===== src/rtl/uart_defs.sv =====
`default_nettype none
// ============================================================================
// Module      : uart_defs (package)
// Description : Shared FSM encodings and serial framing constants.
// Revision    : 1.0 - initial release
// ============================================================================
package uart_defs;

    typedef enum logic [2:0] {
        ST_IDLE   = 3'd0,
        ST_START  = 3'd1,
        ST_DATA   = 3'd2,
        ST_PARITY = 3'd3,
        ST_STOP   = 3'd4
    } uart_state_t;

    localparam logic START_BIT = 1'b0;
    localparam logic STOP_BIT  = 1'b1;
    localparam int   DATA_BITS = 8;

endpackage
`default_nettype wire


===== src/rtl/fifo_uart_tx_if.sv =====
`default_nettype none
// ============================================================================
// Module      : fifo_uart_tx_if
// Description : FIFO read-side bundle (pop strobe, head word, empty flag).
// Revision    : 1.0 - initial release
// ============================================================================
interface fifo_uart_tx_if #(
    parameter int Width = 32
);

    logic             Empty;
    logic [Width-1:0] Read_Data;
    logic             Read;

    // master: the FIFO providing words; slave: the transmitter popping them
    modport master (output Empty, output Read_Data, input Read);
    modport slave  (input Empty, input Read_Data, output Read);

endinterface
`default_nettype wire


===== src/rtl/uart_bit_timer.sv =====
`default_nettype none
// ============================================================================
// Module      : uart_bit_timer
// Description : Counts clk cycles within one serial bit; ticks on the last.
// Revision    : 1.0 - initial release
// ============================================================================
module uart_bit_timer #(
    parameter int Clks_Per_Bit = 16
) (
    input  wire  clk,
    input  wire  reset,
    input  wire  i_run,
    output logic o_bit_tick
);

    localparam int C_CNT_W = (Clks_Per_Bit > 1) ? $clog2(Clks_Per_Bit) : 1;
    localparam logic [C_CNT_W-1:0] C_LAST_CNT = C_CNT_W'(Clks_Per_Bit - 1);

    logic [C_CNT_W-1:0] r_count;

    // Held at zero while idle so the first bit of a frame gets full length
    always_ff @(posedge clk) begin
        if (reset || !i_run) begin
            r_count <= '0;
        end else if (r_count == C_LAST_CNT) begin
            r_count <= '0;
        end else begin
            r_count <= r_count + C_CNT_W'(1);
        end
    end

    assign o_bit_tick = i_run && (r_count == C_LAST_CNT);

endmodule
`default_nettype wire


===== src/rtl/fifo_uart_tx.sv =====
`default_nettype none
// ============================================================================
// Module      : fifo_uart_tx
// Description : Pops words from a FIFO and sends them LSB byte/bit first
//               as 8N1 frames; FIFO_UART_TX_PARITY_EN adds even parity.
// Revision    : 1.0 - initial release
// ============================================================================
module fifo_uart_tx
    import uart_defs::*;
#(
    parameter int Width        = 32,
    parameter int Clks_Per_Bit = 16
) (
    input  wire           clk,
    input  wire           reset,
    fifo_uart_tx_if.slave fifo_if,
    output logic          Tx,
    output logic          Busy,
    output logic          Word_Done
);

    localparam int C_BYTES  = Width / 8;
    localparam int C_BYTE_W = (C_BYTES > 1) ? $clog2(C_BYTES) : 1;
    localparam logic [C_BYTE_W-1:0] C_LAST_BYTE = C_BYTE_W'(C_BYTES - 1);
    localparam logic [2:0]          C_LAST_BIT  = 3'(DATA_BITS - 1);

    uart_state_t         r_state;
    logic [Width-1:0]    r_shift;
    logic [2:0]          r_bit_idx;
    logic [C_BYTE_W-1:0] r_byte_idx;
    logic                r_tx;
    logic                r_busy;
    logic                r_word_done;
`ifdef FIFO_UART_TX_PARITY_EN
    logic                r_parity;
`endif
    logic                w_read;
    logic                w_bit_tick;

    assign w_read       = (r_state == ST_IDLE) && !fifo_if.Empty && !reset;
    assign fifo_if.Read = w_read;
    assign Tx           = r_tx;
    assign Busy         = r_busy;
    assign Word_Done    = r_word_done;

    uart_bit_timer #(
        .Clks_Per_Bit (Clks_Per_Bit)
    ) u_bit_timer (
        .clk        (clk),
        .reset      (reset),
        .i_run      (r_busy),
        .o_bit_tick (w_bit_tick)
    );

    // Tx is registered with the state, so each bit value is loaded on the
    // same edge that enters the state which owns it.
    always_ff @(posedge clk) begin
        if (reset) begin
            r_state     <= ST_IDLE;
            r_shift     <= '0;
            r_bit_idx   <= '0;
            r_byte_idx  <= '0;
            r_tx        <= STOP_BIT;
            r_busy      <= 1'b0;
            r_word_done <= 1'b0;
`ifdef FIFO_UART_TX_PARITY_EN
            r_parity    <= 1'b0;
`endif
        end else begin
            r_word_done <= 1'b0;
            case (r_state)
                ST_IDLE: begin
                    if (w_read) begin
                        r_shift    <= fifo_if.Read_Data;
                        r_byte_idx <= '0;
                        r_tx       <= START_BIT;
                        r_busy     <= 1'b1;
                        r_state    <= ST_START;
                    end
                end
                ST_START: begin
                    if (w_bit_tick) begin
                        r_tx      <= r_shift[0];
                        r_shift   <= r_shift >> 1;
                        r_bit_idx <= '0;
`ifdef FIFO_UART_TX_PARITY_EN
                        r_parity  <= r_shift[0];
`endif
                        r_state   <= ST_DATA;
                    end
                end
                ST_DATA: begin
                    if (w_bit_tick) begin
                        if (r_bit_idx == C_LAST_BIT) begin
`ifdef FIFO_UART_TX_PARITY_EN
                            r_tx    <= r_parity;
                            r_state <= ST_PARITY;
`else
                            r_tx    <= STOP_BIT;
                            r_state <= ST_STOP;
`endif
                        end else begin
                            r_tx      <= r_shift[0];
                            r_shift   <= r_shift >> 1;
                            r_bit_idx <= r_bit_idx + 3'd1;
`ifdef FIFO_UART_TX_PARITY_EN
                            r_parity  <= r_parity ^ r_shift[0];
`endif
                        end
                    end
                end
`ifdef FIFO_UART_TX_PARITY_EN
                ST_PARITY: begin
                    if (w_bit_tick) begin
                        r_tx    <= STOP_BIT;
                        r_state <= ST_STOP;
                    end
                end
`endif
                ST_STOP: begin
                    if (w_bit_tick) begin
                        if (r_byte_idx == C_LAST_BYTE) begin
                            r_tx        <= STOP_BIT;
                            r_busy      <= 1'b0;
                            r_word_done <= 1'b1;
                            r_state     <= ST_IDLE;
                        end else begin
                            r_tx       <= START_BIT;
                            r_byte_idx <= r_byte_idx + C_BYTE_W'(1);
                            r_state    <= ST_START;
                        end
                    end
                end
                default: begin
                    r_tx    <= STOP_BIT;
                    r_busy  <= 1'b0;
                    r_state <= ST_IDLE;
                end
            endcase
        end
    end

endmodule
`default_nettype wire

===== src/flat_wrapper.sv =====
// flat-port wrapper written by rule: the top's interface ports become plain ports
module fifo_uart_tx_flat import uart_defs::*;
#(
    parameter int Width        = 32,
    parameter int Clks_Per_Bit = 16
)
  (clk, reset, Tx, Busy, Word_Done, fifo_if_Empty, fifo_if_Read_Data, fifo_if_Read);
  fifo_uart_tx_if #(.Width(Width)) fifo_if_i ();
  input  wire clk;
  input  wire reset;
  output logic Tx;
  output logic Busy;
  output logic Word_Done;
  input wire logic [$bits(fifo_if_i.Empty)-1:0] fifo_if_Empty;
  input wire logic [$bits(fifo_if_i.Read_Data)-1:0] fifo_if_Read_Data;
  output wire logic [$bits(fifo_if_i.Read)-1:0] fifo_if_Read;
  assign fifo_if_i.Empty = fifo_if_Empty;
  assign fifo_if_i.Read_Data = fifo_if_Read_Data;
  assign fifo_if_Read = fifo_if_i.Read;
  fifo_uart_tx #(.Width(Width), .Clks_Per_Bit(Clks_Per_Bit)) u_core (.clk(clk), .reset(reset), .fifo_if(fifo_if_i), .Tx(Tx), .Busy(Busy), .Word_Done(Word_Done));
endmodule

===== config.mk =====
export PLATFORM = sky130hd
export DESIGN_NAME = fifo_uart_tx_flat
export DESIGN_NICKNAME = d
export VERILOG_FILES = /design/src/rtl/uart_defs.sv /design/src/rtl/fifo_uart_tx_if.sv /design/src/rtl/uart_bit_timer.sv /design/src/rtl/fifo_uart_tx.sv /design/src/flat_wrapper.sv
export SDC_FILE = /design/constraint.sdc
export NUM_CORES = 1
export LEC_CHECK = 0
export CORE_MARGIN = 2
export CORE_UTILIZATION = 53
export DETAILED_ROUTE_END_ITERATION = 10
export PLACE_DENSITY = 0.79
export RECOVER_POWER = 50
export SETUP_SLACK_MARGIN = 0.3
export SKIP_CTS_REPAIR_TIMING = 1
export SLEW_MARGIN = 10
export SYNTH_ARGS = -nofsm -noshare
export SYNTH_HDL_FRONTEND = slang
export SYNTH_SLANG_ARGS = --single-unit

===== constraint.sdc =====
create_clock -name clk -period 2 [get_ports clk]
set_input_delay 0.2 -clock clk [delete_from_list [all_inputs] [get_ports clk]]
set_output_delay 0.2 -clock clk [all_outputs]
set_load 0.01 [all_outputs]

* Word-level counts from Yosys, hierarchy flattened
Index checks and enable logic that the tools add are counted.
Widths: inputs -> output; s select.
** Operators by class
- Add/subtract/negate cells :: 3
- Eq/ne operators :: 14
- Mux-type cells :: 31
- Bitwise gates (word level) :: 3
- Reductions and logical operators :: 20
** Operators with widths (number)
- $mux 32 :: 4
- $pmux 32 s3 :: 1
- $mux 3 :: 8
- $reduce_and 4->1 :: 4
- $ne 2x2->1 const B :: 6
- $pmux 3 s4 :: 1
- $mux 1 :: 10
- $reduce_and 5->1 :: 2
- $eq 3x3->1 const B :: 2
- $mux 2 :: 3
- $pmux 3 s2 :: 1
- $add 4x1->4 const B :: 1
- $eq 4x4->1 const B :: 1
- $ne 2x1->1 const B :: 2
- $pmux 1 s4 :: 1
- $pmux 2 s2 :: 1
- $reduce_bool 2->1 :: 2
- $reduce_or 2->1 :: 2
- $add 3x1->3 const B :: 1
- $eq 3x1->1 const B :: 1
- $eq 3x2->1 const B :: 1
- $logic_and 1x1->1 :: 3
- $logic_not 1->1 :: 3
- $logic_not 3->1 :: 1
- 7 further kinds :: 9
** Storage, ports and cells
- Register bits :: 47
- Word-level logic and storage cells :: 79

* Longest topological paths before layout
Gate-level depths: netlist (run 1).
- Depth in word-level cells :: 5
- Gate-level depth with buffers :: 8
- Depth with buffers taken out :: 6

* Modules after synthesis
A second synthesis (run 1) with hierarchy kept.
** Unflattened totals
- Cells, all modules :: 277
- Area total of the unflattened synthesis :: 2180.8 um2
** Modules (own cells, without submodules)
- fifo_uart_tx :: instances 1, cells each 261, area each 2015.7 um2, seq. area each 860.8 um2
- uart_bit_timer :: instances 1, cells each 16, area each 165.2 um2, seq. area each 80.1 um2

* Least setup slack after synthesis (run 1)
Ideal clock, no wire load.
- Path type :: reg-to-reg
- Start point :: register u_core.u_bit_timer.r_count[0]
- End point :: register u_core.r_shift[10]
- Library setup time :: 0.152 ns
- Arrival :: 1.547 ns
- Slack :: 0.301 ns
- Stages on the path, launching flop included :: 8
- Path buffers :: 3
- Cells stage by stage :: dfxtp_1 -> ha_1 -> and4_1 -> buf_2 -> o211ai_2 -> buf_2 -> buf_2 -> a221oi_2
** Between the ends
- Cells in the longest elaborated chain, start to end :: 4
** RTL lines
- start, declared :: RTL line uart_bit_timer.sv:19 : logic [C_CNT_W-1:0] r_count;
- start signal, assigned :: RTL line uart_bit_timer.sv:28 : r_count <= r_count + C_CNT_W'(1);
- $eq 4x4->1 * :: RTL line uart_bit_timer.sv:32 : assign o_bit_tick = i_run && (r_count == C_LAST_CNT);
- $logic_and 1x1->1 * :: RTL line uart_bit_timer.sv:32
- $ne 2x2->1 (no source line)
- $reduce_and 5->1 (no source line) *
- end signal, assigned :: RTL line fifo_uart_tx.sv:74 : r_shift <= fifo_if.Read_Data;
- end signal, assigned :: RTL line fifo_uart_tx.sv:84 : r_shift <= r_shift >> 1;
- end signal, assigned :: RTL line fifo_uart_tx.sv:104 : r_shift <= r_shift >> 1;
- end, declared :: RTL line fifo_uart_tx.sv:28 : logic [Width-1:0] r_shift;
Every way passes the cells marked *; elsewhere a longest branch is shown, timed or not.
A chain may end at the register's enable or synchronous reset.

* Final worst setup path (run 1)
- Start point :: register u_core.r_bit_idx[0]
- End point :: register u_core.r_shift[20]
** Between the ends
- Cells in the longest elaborated chain, start to end :: 3
** RTL lines
- start, declared :: RTL line fifo_uart_tx.sv:29 : logic [2:0] r_bit_idx;
- start signal, assigned :: RTL line fifo_uart_tx.sv:105 : r_bit_idx <= r_bit_idx + 3'd1;
- $eq 3x3->1 :: RTL line fifo_uart_tx.sv:94 : if (r_bit_idx == C_LAST_BIT) begin
- $ne 2x2->1 (no source line)
- $reduce_and 5->1 (no source line)
No other way between the ends.

==> results.json, run 1 <==
{
  "status": "finished, final reports clean",
  "met1_length_um": 2512,
  "path_depth": 7,
  "fin_ws_ps": 266.8,
  "drt_pass1_iterations": 5,
  "synth_area_mm2": 0.002494,
  "ant_nets": 0,
  "grt_pass1_vias": 1939,
  "layout_worst_path_cycle_share_pct": 86.66,
  "clk_latency_ps": 300,
  "routed.top_layer": "met4",
  "hold_depth": 3,
  "netlist.area_leader.share_pct": 37.73,
  "worst_pin_slew_ps": 1215,
  "avgViaCountPerCell": 5.924,
  "dr_wl_met2_um": 2768,
  "cp.required_ps": 2190,
  "fin_nets": 330,
  "dp_hpwl_um": 3396,
  "cpLargestDelayFamily": "compound AO/OA/AOI/OAI gates",
  "fp-row-count": 24,
  "crit_path_max_fanout": 8,
  "die_w_um": 72.59,
  "ys.flop_type": "dfxtp_1",
  "post-route-util_pct": 72.72,
  "max_freq_ghz": 0.5770,
  "post_drt_wl_per_cell_um": 16.21,
  "path_cells": "ha_4, ha_4, nor3b_4, o211ai_4, nand2_4, clkbuf_16, a221oi_2",
  "cp-end-kind": "flop",
  "syn2layout_area_growth_pct": 29.60,
  "drcViolationCount": 0,
  "grt_pass1_wl_um": 8459,
  "setup_violations": 0,
  "place_ws_ps": -43.73,
  "routed_wl_um": 5576,
  "ys_types": 43,
  "grt_overflow": 0,
  "fillCellCount": 340,
  "die_area_mm2": 0.005269,
  "tns_ps": 0,
  "htreeDepth": 2,
  "clock_path_buffers": 2,
  "hold_path_class": "in2reg",
  "cts_sinks": 47,
  "numCtsBuffers": 5,
  "start_util_pct": 56.11,
  "place_congestion": 0.7914,
  "p_per_area_mw_per_mm2": 664.5,
  "coreArea_mm2": 0.004444,
  "drt-initial-drc-count": 104,
  "reg2reg_depth": 7,
  "syn_nets": 284,
  "yosysWarnings": 0,
  "finalMaxSlewViolations": 0,
  "max_stage_delay_ps": 360,
  "io_pins": 39,
  "grt_use_total_pct": 20.25,
  "synthCells": 245,
  "routed-wl-met3_um": 234,
  "finalCriticalPeriod_ps": 1733,
  "relSlewSlack_pct": 19.03,
  "cts_tree": "yes",
  "grt_max_degree": 45,
  "vdd_drop_max_mv": 0.5148,
  "path_common_cell": "ha_4",
  "final_common_cell": "dfxtp_1",
  "synth_edf_count": 0,
  "die_h_um": 72.59,
  "cp.arrival_ps": 1920,
  "path_clk_slew_ps": 80,
  "cap_violations": 0,
  "final_hold_viol_count": 0,
  "avgSynthCellArea_um2": 10.18,
  "crit_path_start_kind": "flop",
  "path_buf_inv": 1,
  "p_leak_nw": 1.149,
  "ys_ff_latch": 47,
  "slowest_stage": "dfxtp_2",
  "power.total_w": 0.002148,
  "synthTopCellsByArea": "dfxtp_1, a221oi_2, mux2i_1",
  "critical_path_class": "reg2reg",
  "io_buffers": 38,
  "fin_worst_skew_ps": 8.186,
  "drive_above_1_share_pct": 24.32,
  "yosysSeqAreaShare_pct": 37.73,
  "rsz0062_at_grt": "true",
  "antenna_found_initial": 0,
  "vias": 2038,
  "diodes": 0,
  "async_flop_share_pct": 0,
  "yosysTopAreaCell": "dfxtp_1",
  "final_cell_mix": "dfxtp_1, nor2_1, clkdlybuf4s50_1",
  "root_buffer": "clkbuf_8"
}
flip-flops by register name, indices dropped and copies added, names as in the netlist:
name                        count
u_core.Tx                       1
u_core.r_bit_idx                3
u_core.r_state                  3
u_core.Word_Done                1
u_core.r_shift                 32
u_core.Busy                     1
u_core.r_byte_idx               2
u_core.u_bit_timer.r_count      4
cell type report:
cell class,count,area [um^2],area share [%]
Inverter,3,12.51,0.3871
Sequential cell,47,943.4,29.19
Clock buffer,6,82.58,2.555
Tap cell,52,65.06,2.013
Timing Repair Buffer,61,649.4,20.09
Clock inverter,2,35.03,1.084
Multi-Input combinational cell,173,1444,44.68
stage by stage:
| stage | hold slack, ps | area (um^2) | std cells |
|---|---|---|---|
| 6_report | 284.8 | 3232 | 344 |
| 4_1_cts | 252.2 | 3083 | 338 |
| 3_3_place_gp | 472.2 | 2965 | 330 |
| 3_5_place_dp | 479.6 | 2965 | 330 |
| 5_1_grt | 295.1 | 3232 | 344 |
| 2_1_floorplan | 397.6 | 2494 | 245 |
path summary, 6_finish.rpt:
path	start	end	slack [ps]
worst max-delay path	u_core.r_bit_idx[0]	u_core.r_shift[20]	270
worst min-delay path	reset	u_core.r_state[1]	280
worst max register to register	u_core.r_bit_idx[0]	u_core.r_shift[20]	270
worst min register to register	u_core.u_bit_timer.r_count[0]	u_core.u_bit_timer.r_count[0]	490
worst reg2reg max path, stage by stage, from the launching register on:
cell and delay, ps:
dfxtp_2 360, ha_4 140, ha_4 150, nor3b_4 50, o211ai_4 320, nand2_4 150, clkbuf_16 210, a221oi_2 240
report_power, final:
group	switching [W]	leakage (nW)	total (W)	internal (W)
Sequential	0.0000323	0.386	0.00102	0.000992
Combinational	0.000192	0.701	0.000416	0.000224
Clock	0.000303	0.0612	0.000707	0.000404
Total	0.000528	1.15	0.00215	0.00162
routing by layer:
| metal | global-route usage [%] | vias up |
|---|---|---|
| met3 | 5.387 | 6 |
| met4 | 6.379 | 0 |
| met2 | 34.75 | 48 |
| met5 | 0 | - |
| met1 | 24.72 | 971 |
| li1 | - | 1013 |
Yosys cell counts (all sizes together), types with 3 or more instances:
master  instances
a21oi          10
a221oi         31
buf            16
clkbuf          6
dfxtp          47
ha              4
mux2i          32
nand2           8
nand2b          3
nand3b          4
nor2           44
nor3            5
o21ai           6
cell families after synthesis:
| kind of cell | share of synthesized area [%] |
|---|---|
| AND/OR/NAND/NOR | 16.21 |
| XOR/XNOR | 0.3513 |
| AO/OA/AOI/OAI | 24.19 |
| flip-flops | 37.73 |
| multiplexers | 13.30 |
| adder cells (fa/ha/maj) | 2.007 |
| buffers and inverters | 6.221 |
Note: power is estimated with default switching activity, not from simulation.
==> run 2: changes to the inputs <==
--- a/config.mk
+++ b/config.mk
@@ -5,7 +5,7 @@
 export SDC_FILE = /design/constraint.sdc
 export NUM_CORES = 1
 export LEC_CHECK = 0
-export CORE_MARGIN = 2
+export CORE_MARGIN = 4
 export CORE_UTILIZATION = 53
 export DETAILED_ROUTE_END_ITERATION = 10
 export PLACE_DENSITY = 0.79
==> run 2 against run 1 <==
  * Clock skew rose by 3.7 ps
  * Total power shrank 6.3%
  * Clock power is 18% lower
  * Critical path depth unchanged
  * Count of clock-buffer cells in the layout decreased by 1
  * Worst setup slack got worse by 41 ps
  * Sequential share of layout area grew 0.35 points
  * Largest cell class unchanged
==> results.json, run 2 (same netlist as run 1, synthesis figures left out) <==
{
  "min_delay_worst_endpoint": "u_core.r_state[1]",
  "hold_slack_ps": 247.5,
  "io_pins": 39,
  "fin_ws_ps": 225.9,
  "place_ws_ps": -24.22,
  "routed_wl_um": 5655,
  "fin_worst_skew_ps": 11.87,
  "crit_path_max_fanout": 15,
  "reg2reg_depth": 7,
  "multi_input_area_mm2": 0.001453,
  "largest_reg_flops": 32,
  "grt_overflow": 0,
  "r2r-start": "u_core.r_bit_idx[0]",
  "hold_depth": 3,
  "cts_sinks": 47,
  "switching_share_pct": 27.68,
  "vdd_drop_max_mv": 0.4605,
  "crit_path_start_kind": "flop",
  "final_cell_mix": "nor2_1, dfxtp_1, clkdlybuf4s50_1",
  "regArea_um2": 944.7,
  "hp-start": "reset",
  "critical_path_class": "reg2reg",
  "status": "finished, final reports clean",
  "grt_max_degree": 45,
  "drt-initial-drc-count": 99,
  "syn2layout_area_growth_pct": 28.25,
  "cts_tree": "yes",
  "die_h_um": 76.59,
  "vias": 1995,
  "p_int_w": 0.001456,
  "p_per_area_mw_per_mm2": 629.3,
  "regMostFlops": "u_core.r_shift",
  "dp_hpwl_um": 3329,
  "post_drt_wl_per_cell_um": 16.39,
  "regToRegEndpoint": "u_core.r_shift[1]",
  "fillCellCount": 335,
  "finalCriticalPeriod_ps": 1774,
  "setup_violations": 0,
  "hold_path_class": "in2reg",
  "fp-row-count": 24,
  "layout_worst_path_cycle_share_pct": 88.70,
  "cp.arrival_ps": 1970,
  "pwr-share-comb_pct": 20.5,
  "diodes": 0,
  "seqPwrFrac_pct": 50.8,
  "start_util_pct": 56.11,
  "htreeDepth": 2,
  "numCtsBuffers": 5,
  "clk_latency_ps": 310,
  "cp.required_ps": 2200,
  "drcViolationCount": 0,
  "p_leak_nw": 1.131,
  "p_clk_share_pct": 28.7,
  "ant_nets": 0,
  "rrSetupSlack_ps": 230,
  "p_switching_w": 0.0005571,
  "cap_violations": 0,
  "place_congestion": 0.8300,
  "coreArea_mm2": 0.004444,
  "finalMaxSlewViolations": 0,
  "fin_nets": 331,
  "root_buffer": "clkbuf_8",
  "tns_ps": 0,
  "io_buffers": 38,
  "relSlewSlack_pct": 18.87,
  "drt_pass1_iterations": 4,
  "drive_above_1_share_pct": 26.62,
  "die_area_mm2": 0.005866,
  "path_clk_slew_ps": 90,
  "post-route-util_pct": 71.96,
  "worst_pin_slew_ps": 1217,
  "grt_pass1_vias": 1901,
  "max_freq_ghz": 0.5637,
  "die_w_um": 76.59,
  "avgViaCountPerCell": 5.783,
  "final_hold_viol_count": 0,
  "grt_use_total_pct": 16.92,
  "grt_pass1_wl_um": 8376,
  "rsz0062_at_grt": "true",
  "clock_path_buffers": 2,
  "reg.largest.list": "u_core.r_shift: 32 flops, u_core.u_bit_timer.r_count: 4 flops",
  "antenna_found_initial": 0,
  "cp-end-kind": "flop"
}
-- run 2: cell count changes in the layout (fill, tap and decap cells not counted), sizes merged --
| cell | before | now |
|---|---|---|
| buf | 18 | 21 |
| clkbuf | 13 | 10 |
| clkinvlp | 0 | 2 |
| bufinv | 1 | 0 |
-- run 2: power groups by stage --
stage / combinational, W / sequential (W) / clock [W]
after floorplan: 0.000257 / 0.00104 / 0
after global placement: 0.000380 / 0.00104 / 0
after detailed placement: 0.000387 / 0.00104 / 0
after CTS: 0.000390 / 0.00102 / 0.000585
after global routing: 0.000449 / 0.00103 / 0.000614
final: 0.000412 / 0.00102 / 0.000577
-- run 2: worst max-delay path, stage by stage (launching register included) --
cell and delay (ps):
dfxtp_2 380, ha_4 150, ha_4 150, nor3b_4 50, o211ai_2 360, nand2_4 140
buf_12 190, a221oi_2 260
-- run 2: stage by stage --
step / power, W / instances / instance area [um^2]
finish: 0.002013 / 345 / 3198
global route: 0.002094 / 345 / 3198
CTS: 0.001997 / 339 / 3062
detailed placement: 0.001430 / 331 / 2973
global placement: 0.001422 / 331 / 2973
floorplan: 0.001297 / 245 / 2494
-- run 2: how the worst max path moves through the flow --
stage	cells past startpoint	startpoint	slack, ps	endpoint
final	7	u_core.r_bit_idx[0]	230	u_core.r_shift[1]
after global routing	5	u_core.u_bit_timer.r_count[0]	120	u_core.r_shift[1]
after detailed placement	5	fifo_if_Empty	-20	fifo_if_Read
after floorplan	7	u_core.u_bit_timer.r_count[0]	300	u_core.r_shift[10]
after CTS	4	u_core.r_state[2]	-130	fifo_if_Read
after global placement	5	fifo_if_Empty	-20	fifo_if_Read
-- run 2: area by class of cell --
cell class	instances	share of cell area [%]
Timing Repair Buffer	62	19.84
Inverter	3	0.3912
Multi-Input combinational cell	173	45.42
Clock buffer	5	2.152
Tap cell	52	2.034
Sequential cell	47	29.54
Clock inverter	3	0.6260
-- run 2: metal layers --
metal	vias up	track usage [%]	part of all wire, %
li1	1011	-	-
met1	944	20.10	44
met2	33	29.00	51
met3	7	6.028	4.6
met4	0	4.167	0.95
met5	-	0	0
==> run 3: changes to the inputs <==
--- a/config.mk
+++ b/config.mk
@@ -8,7 +8,7 @@
 export CORE_MARGIN = 4
 export CORE_UTILIZATION = 53
 export DETAILED_ROUTE_END_ITERATION = 10
-export PLACE_DENSITY = 0.79
+export PLACE_DENSITY = 0.89
 export RECOVER_POWER = 50
 export SETUP_SLACK_MARGIN = 0.3
 export SKIP_CTS_REPAIR_TIMING = 1
@@ -16,3 +16,4 @@
 export SYNTH_ARGS = -nofsm -noshare
 export SYNTH_HDL_FRONTEND = slang
 export SYNTH_SLANG_ARGS = --single-unit
+export TNS_END_PERCENT = 5
==> run 3 against run 2 <==
  * Count of clock-buffer cells in the layout unchanged
  * Sequential share of layout area up 0.54 points
  * Die area did not move
  * Non-clock buffer count shrank 2
  * Utilization shrank 1.4 points
  * Combinational power decreased by 6.6%
  * Register-to-register slack worse by 80 ps
  * Global-route usage increased by 1.2 points
==> results.json, run 3 (same netlist as run 1, synthesis figures left out) <==
{
  "status": "finished, final reports clean",
  "p_per_area_mw_per_mm2": 627.7,
  "regArea_um2": 943.4,
  "grt_use_total_pct": 18.16,
  "place_congestion": 0.8406,
  "fin_worst_skew_ps": 10.68,
  "antenna_found_initial": 0,
  "finalMaxSlewViolations": 0,
  "drt-initial-drc-count": 107,
  "multi_input_area_mm2": 0.001453,
  "ant_nets": 0,
  "dp_hpwl_um": 3564,
  "io_pins": 39,
  "post_drt_wl_per_cell_um": 15.53,
  "coreArea_mm2": 0.004444,
  "max_freq_ghz": 0.5402,
  "cap_violations": 0,
  "start_util_pct": 56.11,
  "clock_path_buffers": 2,
  "syn2layout_area_growth_pct": 25.79,
  "final_hold_viol_count": 0,
  "final_cell_mix": "dfxtp_1, nor2_1, clkdlybuf4s50_1",
  "reg.largest.list": "u_core.r_shift: 32 flops, u_core.u_bit_timer.r_count: 4 flops",
  "crit_path_start_kind": "flop",
  "root_buffer": "clkbuf_8",
  "critical_path_class": "reg2reg",
  "drive_above_1_share_pct": 25.09,
  "grt_overflow": 0,
  "crit_path_max_fanout": 31,
  "cp.arrival_ps": 2050,
  "finalNonFillerCells": 343,
  "io_buffers": 38,
  "die_area_mm2": 0.005866,
  "final_common_cell": "dfxtp_1",
  "cts_tree": "yes",
  "cts_sinks": 47,
  "regMostFlops": "u_core.r_shift",
  "die_h_um": 76.59,
  "drt_pass1_iterations": 4,
  "fin_nets": 329,
  "avgViaCountPerCell": 5.913,
  "path_clk_slew_ps": 90,
  "drcViolationCount": 0,
  "htreeDepth": 2,
  "cp-end-kind": "flop",
  "die_w_um": 76.59,
  "grt_pass1_vias": 1984,
  "hold_depth": 3,
  "routed_wl_um": 5326,
  "p_leak_nw": 1.099,
  "grt_max_degree": 45,
  "numCtsBuffers": 5,
  "hold_path_class": "in2reg",
  "largest_reg_flops": 32,
  "finalCriticalPeriod_ps": 1851,
  "diodes": 0,
  "place_inst": 330,
  "reg2reg_depth": 7,
  "vdd_drop_max_mv": 0.5118,
  "layout_worst_path_cycle_share_pct": 92.56,
  "vias": 2028,
  "fillCellCount": 339,
  "clk_latency_ps": 310,
  "worst_pin_slew_ps": 1203,
  "cp.required_ps": 2200,
  "rsz0062_at_grt": "true",
  "power.total_w": 0.001969,
  "fp-row-count": 24,
  "relSlewSlack_pct": 19.83,
  "grt_pass1_wl_um": 8797,
  "post-route-util_pct": 70.58,
  "setup_violations": 0
}
==> run 3: cell count changes in the layout (fill, tap and decap cells not counted), sizes merged <==
cell           before  now
buf                21   20
clkbuf             10    8
clkdlybuf4s25       0    1
==> run 3: worst max-delay path, cell delays in order, from the launching register on <==
cell	delay, ps
dfxtp_2	370
ha_4	140
ha_4	160
nor3b_4	60
o211ai_4	330
nand2_1	150
buf_12	210
a221oi_2	310
==> run 3: layout make-up <==
class | count | area share (%)
inverters | 3 | 0.3989
flip-flops and latches | 47 | 30.08
repair buffers | 60 | 18.31
clock inverters | 3 | 0.6382
multi-input cells | 173 | 46.31
clock buffers | 5 | 2.194
well taps | 52 | 2.074
==> run 3: worst paths after layout <==
path | from | to | slack, ps
setup / recovery | u_core.r_bit_idx[0] | u_core.r_shift[12] | 150
hold / removal | reset | u_core.r_state[1] | 270
setup reg to reg | u_core.r_bit_idx[0] | u_core.r_shift[12] | 150
hold reg to reg | u_core.r_byte_idx[1] | u_core.r_byte_idx[1] | 490
==> run 3: where the power goes <==
part | switching, W | total (W) | internal, W
Combinational | 0.000184 | 0.000385 | 0.000201
Clock | 0.000318 | 0.000561 | 0.000243
Sequential | 0.0000317 | 0.00102 | 0.000992
Total | 0.000533 | 0.00197 | 0.00144
==> run 3: layer usage <==
layer  part of all wire, %  up-vias  track usage [%]
li1                      -     1004                -
met1                    42      970            21.39
met2                    51       42            31.37
met3                   4.2       12            5.674
met4                   2.7        0            5.616
met5                     0        -                0
==> run 3: per-stage QoR <==
stage          hold WS, ps  setup TNS, ps  instance area (um^2)  worst slack, ps
2_1_floorplan        397.6              0                  2494            301.5
6_report             272.0              0                  3137            148.8
4_1_cts              231.1         -43.61                  3042           -43.61
5_1_grt              292.4              0                  3137            59.12
3_3_place_gp         472.8         -13.42                  2953           -13.42
3_5_place_dp         481.7         -20.40                  2953           -20.40
